[src/rtl/synthetic_packet_generator.sv]
// rtl/synthetic_packet_generator.sv - framed synthetic test-pattern source replicated across RX lanes
//
// Purpose:
//   Emits framed packets (header, timestamp, payload, ender) separated by idle
//   gap words, on every RX lane in parallel. Payload words come from a counter,
//   a lane-staggered counter or a PRBS16 sequence. Runs can be unlimited or
//   stop after pkt_limit packets. A pause input freezes generation in place.
//
// Ports:
//   clk_trans         in   transceiver clock, all logic on its rising edge
//   rst               in   asynchronous active-high reset
//   start             in   level-sensitive run request
//   pause             in   freeze generation while high (running states only)
//   mode[1:0]         in   0 counter, 1 lane-staggered counter, 2 PRBS16, 3 as 0
//   pkt_limit[15:0]   in   packets per run, 0 = unlimited
//   rx_parallel_data  out  lane c at [c*DATA_WIDTH +: DATA_WIDTH]
//   pkt_valid         out  word belongs to a packet (header through ender)
//   sop / eop         out  header word / ender word
//   pkt_count[15:0]   out  enders emitted since the current run started
//   busy / done       out  generator running / run finished on pkt_limit

module synthetic_packet_generator #(
  parameter int                    DATA_WIDTH   = 16,
  parameter int                    NUM_CHANNELS = 8,
  parameter int                    PAYLOAD_LEN  = 125,
  parameter int                    GAP_LEN      = 22,
  parameter logic [DATA_WIDTH-1:0] HEADER_WORD  = DATA_WIDTH'(16'hDEAD),
  parameter logic [DATA_WIDTH-1:0] ENDER_WORD   = DATA_WIDTH'(16'hBEEF),
  parameter logic [DATA_WIDTH-1:0] TS_INIT      = DATA_WIDTH'(10)
) (
  input  logic                               clk_trans,
  input  logic                               rst,
  input  logic                               start,
  input  logic                               pause,
  input  logic [1:0]                         mode,
  input  logic [15:0]                        pkt_limit,
  output logic [NUM_CHANNELS*DATA_WIDTH-1:0] rx_parallel_data,
  output logic                               pkt_valid,
  output logic                               sop,
  output logic                               eop,
  output logic [15:0]                        pkt_count,
  output logic                               busy,
  output logic                               done
);

  localparam int          HALF      = DATA_WIDTH / 2;
  localparam logic [7:0]  K_LAST    = 8'(PAYLOAD_LEN - 1);
  localparam logic [7:0]  G_LAST    = 8'(GAP_LEN - 1);
  localparam logic [15:0] LFSR_SEED = 16'hACE1;
  localparam logic [1:0]  MODE_STAG = 2'd1;
  localparam logic [1:0]  MODE_PRBS = 2'd2;

  typedef enum logic [2:0] {
    S_IDLE, S_HEADER, S_TIMESTAMP, S_PAYLOAD, S_ENDER, S_GAP, S_DONE
  } state_t;

  state_t                state_q, state_d;
  logic [7:0]            k_q;
  logic [7:0]            gap_q;
  logic [HALF-1:0]       iter_q;
  logic [DATA_WIDTH-1:0] ts_q;
  logic [15:0]           lfsr_q;
  logic [15:0]           lfsr_next;
  logic [1:0]            mode_q;
  logic                  running;
  logic                  hold;
  logic                  limit_hit;
  logic [DATA_WIDTH-1:0] base_word;

  logic [NUM_CHANNELS*DATA_WIDTH-1:0] data_d;
  logic                               valid_d, sop_d, eop_d, busy_d, done_d;

  assign running   = (state_q != S_IDLE) && (state_q != S_DONE);
  // pause only freezes the running states; IDLE and DONE ignore it
  assign hold      = running && pause;
  // Fibonacci form of x^16+x^14+x^13+x^11+1, shifting toward bit 0
  assign lfsr_next = {lfsr_q[0] ^ lfsr_q[2] ^ lfsr_q[3] ^ lfsr_q[5], lfsr_q[15:1]};
  // pkt_count already includes the packet whose gap is ending
  assign limit_hit = (pkt_limit != 16'd0) && (pkt_count >= pkt_limit);
  assign base_word = {iter_q, HALF'(k_q)};

  // State register
  always_ff @(posedge clk_trans or posedge rst) begin
    if (rst) begin
      state_q <= S_IDLE;
    end else begin
      state_q <= state_d;
    end
  end

  // Next-state logic
  always_comb begin
    state_d = state_q;
    if (!hold) begin
      case (state_q)
        S_IDLE:      if (start) state_d = S_HEADER;
        S_HEADER:    state_d = S_TIMESTAMP;
        S_TIMESTAMP: state_d = S_PAYLOAD;
        S_PAYLOAD:   if (k_q == K_LAST) state_d = S_ENDER;
        S_ENDER:     state_d = S_GAP;
        S_GAP: begin
          if (gap_q == G_LAST) begin
            if (limit_hit)   state_d = S_DONE;
            else if (!start) state_d = S_IDLE;
            else             state_d = S_HEADER;
          end
        end
        S_DONE:      if (!start) state_d = S_IDLE;
        default:     state_d = S_IDLE;
      endcase
    end
  end

  // Output logic: next values of the registered outputs
  always_comb begin
    data_d  = '0;
    valid_d = 1'b0;
    sop_d   = 1'b0;
    eop_d   = 1'b0;
    busy_d  = (state_d != S_IDLE) && (state_d != S_DONE);
    done_d  = (state_d == S_DONE);
    if (!hold) begin
      case (state_q)
        S_HEADER: begin
          valid_d = 1'b1;
          sop_d   = 1'b1;
          for (int c = 0; c < NUM_CHANNELS; c++) data_d[c*DATA_WIDTH +: DATA_WIDTH] = HEADER_WORD;
        end
        S_TIMESTAMP: begin
          valid_d = 1'b1;
          for (int c = 0; c < NUM_CHANNELS; c++) data_d[c*DATA_WIDTH +: DATA_WIDTH] = ts_q;
        end
        S_PAYLOAD: begin
          valid_d = 1'b1;
          for (int c = 0; c < NUM_CHANNELS; c++) begin
            case (mode_q)
              MODE_STAG: data_d[c*DATA_WIDTH +: DATA_WIDTH] = base_word + DATA_WIDTH'(c);
              MODE_PRBS: data_d[c*DATA_WIDTH +: DATA_WIDTH] = DATA_WIDTH'(lfsr_q);
              default:   data_d[c*DATA_WIDTH +: DATA_WIDTH] = base_word;
            endcase
          end
        end
        S_ENDER: begin
          valid_d = 1'b1;
          eop_d   = 1'b1;
          for (int c = 0; c < NUM_CHANNELS; c++) data_d[c*DATA_WIDTH +: DATA_WIDTH] = ENDER_WORD;
        end
        default: ;
      endcase
    end
  end

  // Counters, timestamp, LFSR and captured mode; all frozen while held
  always_ff @(posedge clk_trans or posedge rst) begin
    if (rst) begin
      k_q       <= '0;
      gap_q     <= '0;
      iter_q    <= '0;
      ts_q      <= TS_INIT;
      lfsr_q    <= LFSR_SEED;
      mode_q    <= '0;
      pkt_count <= '0;
    end else if (!hold) begin
      case (state_q)
        S_IDLE: begin
          if (start) begin
            k_q       <= '0;
            gap_q     <= '0;
            iter_q    <= '0;
            lfsr_q    <= LFSR_SEED;
            pkt_count <= '0;
          end
        end
        S_HEADER: begin
          // mode is latched once per packet so mid-packet changes wait
          mode_q <= mode;
          k_q    <= '0;
          gap_q  <= '0;
        end
        S_TIMESTAMP: ts_q <= ts_q + DATA_WIDTH'(1);
        S_PAYLOAD: begin
          k_q <= k_q + 8'd1;
          if (mode_q == MODE_PRBS) lfsr_q <= lfsr_next;
        end
        S_ENDER: begin
          iter_q    <= iter_q + HALF'(1);
          pkt_count <= pkt_count + 16'd1;
        end
        S_GAP:   gap_q <= gap_q + 8'd1;
        default: ;
      endcase
    end
  end

  // Registered outputs
  always_ff @(posedge clk_trans or posedge rst) begin
    if (rst) begin
      rx_parallel_data <= '0;
      pkt_valid        <= 1'b0;
      sop              <= 1'b0;
      eop              <= 1'b0;
      busy             <= 1'b0;
      done             <= 1'b0;
    end else begin
      rx_parallel_data <= data_d;
      pkt_valid        <= valid_d;
      sop              <= sop_d;
      eop              <= eop_d;
      busy             <= busy_d;
      done             <= done_d;
    end
  end

endmodule

[config.mk]
export PLATFORM = sky130hd
export DESIGN_NAME = synthetic_packet_generator
export DESIGN_NICKNAME = d
export VERILOG_FILES = /design/src/rtl/synthetic_packet_generator.sv
export SDC_FILE = /design/constraint.sdc
export NUM_CORES = 1
export LEC_CHECK = 0
export BUFFER_PORTS_ARGS = -buffer_cell sky130_fd_sc_hd__clkbuf_2
export CORE_MARGIN = 4
export CORE_UTILIZATION = 55
export CTS_BUF_LIST = sky130_fd_sc_hd__clkbuf_8
export DETAILED_ROUTE_END_ITERATION = 7
export PLACE_DENSITY = 0.89
export SYNTH_ARGS = -nofsm -noshare
export SYNTH_HDL_FRONTEND = slang
export SYNTH_SLANG_ARGS = --single-unit
[constraint.sdc]
create_clock -name clk_trans -period 10 [get_ports clk_trans]
set_input_delay 3 -clock clk_trans [delete_from_list [all_inputs] [get_ports clk_trans]]
set_output_delay 3 -clock clk_trans [all_outputs]
set_load 0.02 [all_outputs]
==> summary.txt <==
CTS Buffer Depth -> 3
reg2reg end -> busy$_DFF_PP0_
antenna-violating nets left -> 0
synth warn -> 0
final WL -> 32.52 mm
Synth async-reset ratio -> 1.000
Core ar. -> 20300 um^2
Post-Synth Adder-Cell Area -> 0.03633
reg2reg setup slack -> 6.49 ns
prevailing post-synth register cell -> dfrtp_1
proportion of synthesized area in mux cells -> 0.005945
final hold viol count -> 0
CP Cell Sequence -> clkbuf_2, a2111oi_4, nand4_1, nor4b_2, nand3_1, xor2_1, nor2_1
Power Density -> 306.4 nW/um^2
CP top delay family -> simple AND/OR/NAND/NOR gates
Fmax -> 0.2068 GHz
Worst Max-Slew Pin Slew -> 1.111 ns
worst hold slack -> 0.4792 ns
clock period minus worst slack -> 4.835 ns
Post-synth EDFFs -> 0
Critical R2R Launch -> k_q[3]$_DFFE_PP0P_
status -> complete, no violations
Peak VDD IR -> 0.1759 mV
largest family of logic cells by synthesized area -> simple AND/OR/NAND/NOR gates
syn avg cell area -> 8.381 um^2
share of the synthesized area in the top cell type -> 0.4228
Reg clk slew, reported paths -> 0.06 ns
fillers -> 1660
# resized after CTS -> 0
P_leak -> 6.120 nW
number of port buffers -> 170
largest net degree at the start of global routing -> 129
first-pass GRT wire length -> 50.78 mm
CTS tree -> yes
Die Area -> 23030 um^2
Final setup violation count -> 0
DR DRC count -> 0
compound-cell area share of the yosys netlist -> 0.1687
fin. max-slew vios -> 0
Final #Nets -> 1531
Via Count -> 10550
WP buf/inv -> 1
CP startpoint kind -> input port
DP Wirelength -> 22.54 mm
Syn Nets -> 1411
layout cells sized above 1 -> 0.1753
Max Cap Viol -> 0
Crit Path Class -> in -> reg
cells after synthesis -> 1356
Slew HR -> 0.2595
# H-tree levels -> 2
die height -> 151.7 um
cts-stage hold buffer count -> 0
row cnt -> 52
post-synthesis cell area -> 11360 um^2
area grow syn2layout -> 14.05%
total grt overflow -> 0
antenna violations before repair -> 0
IO Pins -> 171
required time worst endpoint -> 10.40 ns
CP max stage delay -> 0.83 ns
setup tns final -> 0 ns
synth top area cells -> dfrtp_1 (42%), a21oi_1 (8.1%), nor2_1 (6.8%)
DR iter-0 viols -> 1276
Detailed Routing Iterations Pass 1 -> 6
Yosys reg bits -> 202
Hold Crit Start -> ts_q[15]$_DFFE_PP0P_
CTS root buffer -> clkbuf_8
Netlist cell types -> 59
Worst Reg-to-Reg Cells -> 8
WL/cell -> 18.37 um
post-synthesis xor/xnor area fraction -> 0.09017
fin crit share -> 0.4835
register area share after synthesis -> 0.4459
post-route clock skew -> 0.03319 ns
CP max FO -> 18
CTS sink count -> 202
worst hold path depth -> 1
gr usage total -> 0.2789
RSZ-0062 raised after global routing -> no
# diodes -> 0
Critical-path top delay cell -> a2111oi_4
CP endpoint kind -> flip-flop
initial core utilization -> 0.5598
# Post-CTS Setup Buffers -> 0
routed vias/inst -> 5.959
CP arrival -> 5.24 ns
clk_lat worst skew -> 0.55 ns
worst hold path type -> reg -> reg
end of the worst hold path -> ts_q[15]$_DFFE_PP0P_
vias in the first global route -> 9904
Die X -> 151.7 um
simple-gate share of the synthesized area -> 0.2043
Yosys top cell by area -> dfrtp_1
GP Congestion -> 0.9785
Num CTS Buffers -> 34
==> where the power goes <==
group / switching [W] / internal (W) / leakage (nW)
logic: 0.00131 / 0.000645 / 3.06
clock network: 0.000333 / 0.000438 / 0.405
registers: 0.000199 / 0.00105 / 2.65
==> stage by stage <==
stage	total power (W)	utilization	cell area, um^2	instances	worst slack (ns)
5_1_grt	0.004225	0.6385	12960	1770	4.945
6_report	0.003971	0.6385	12960	1770	5.165
2_1_floorplan	0.002595	-	11360	1356	1.506
3_5_place_dp	0.003151	0.6026	12230	1710	4.652
3_3_place_gp	0.003098	0.6026	12230	1710	4.754
4_1_cts	0.003938	0.6385	12960	1770	5.188
==> metal layers <==
| layer | wire length (um) | track usage | vias to the layer above |
|---|---|---|---|
| met5 | 0 | 0 | - |
| met4 | 1725 | 0.1411 | 0 |
| li1 | - | - | 4812 |
| met1 | 12540 | 0.3728 | 4914 |
| met2 | 14620 | 0.4320 | 670 |
| met3 | 3636 | 0.05800 | 152 |
==> worst max-delay path by stage <==
stage	start	endpoint	slack, ns	depth (start not counted)
floorplan	rst	busy$_DFF_PP0_	1.51	1
global placement	pause	pkt_count[15]$_DFFE_PP0P_	4.75	7
detailed placement	pause	pkt_count[13]$_DFFE_PP0P_	4.65	7
CTS	pause	pkt_count[13]$_DFFE_PP0P_	5.19	7
global route	pause	pkt_count[13]$_DFFE_PP0P_	4.94	7
finish	pause	pkt_count[13]$_DFFE_PP0P_	5.16	7
==> Yosys cell counts, drive strengths merged (2+ instances only) <==
cell	number
o221ai	7
nor2	206
ha	33
and2	5
or3	7
nand3	38
dfrtp	192
mux2	6
and4	6
buf	27
inv	43
nor4	6
a21o	15
or2	4
clkbuf	65
nand2	165
nand4	21
a22o	2
nor2b	4
nor3	27
and3	12
a31oi	4
a211oi	4
xor2	36
a21oi	184
nand2b	15
nor4b	2
dfstp	10
o21ai	78
o31ai	3
xnor2	81
a21boi	3
clkinv	2
o41ai	2
o21a	27
a2111oi	2
==> cell type report <==
type | instances | area, um^2 | area share
clock buffer | 46 | 633.1 | 0.04885
clock inverter | 14 | 95.09 | 0.007337
inverter | 45 | 176.4 | 0.01361
multi-input combinational | 1017 | 5756 | 0.4441
sequential | 202 | 5067 | 0.3910
tap | 270 | 337.8 | 0.02606
timing repair buffer | 176 | 895.9 | 0.06912
==> cell usage in the layout, fill, tap and decap left out, types with 7 or more instances in the layout <==
cell type	count
nor2_1	205
dfrtp_1	192
a21oi_1	184
clkbuf_2	170
nand2_1	164
xnor2_1	81
o21ai_0	71
inv_1	46
clkbuf_8	46
nand3_1	38
xor2_1	36
ha_1	32
nor3_1	27
o21a_1	27
nand4_1	21
a21o_1	15
nand2b_1	14
and3_1	12
dfstp_2	10
or3_1	7
o221ai_1	7
o21ai_1	7
==> state kept, by name (all words and copies together) (netlist names), 2 cells and up <==
register          flops
lfsr_q               16
ts_q                 16
rx_parallel_data    120
state_q               3
mode_q                2
iter_q                8
pkt_count            16
gap_q                 8
k_q                   8
==> kinds of logic after synthesis <==
kind of cell,count (synthesis)
muxes,6
xor gates and xnor gates,117
DFF,202
buffers and inverters,137
AOI/OAI and AO/OA,338
and+or+nand+nor,523
adders and majority gates,33
(Power assumes the default switching activity.)
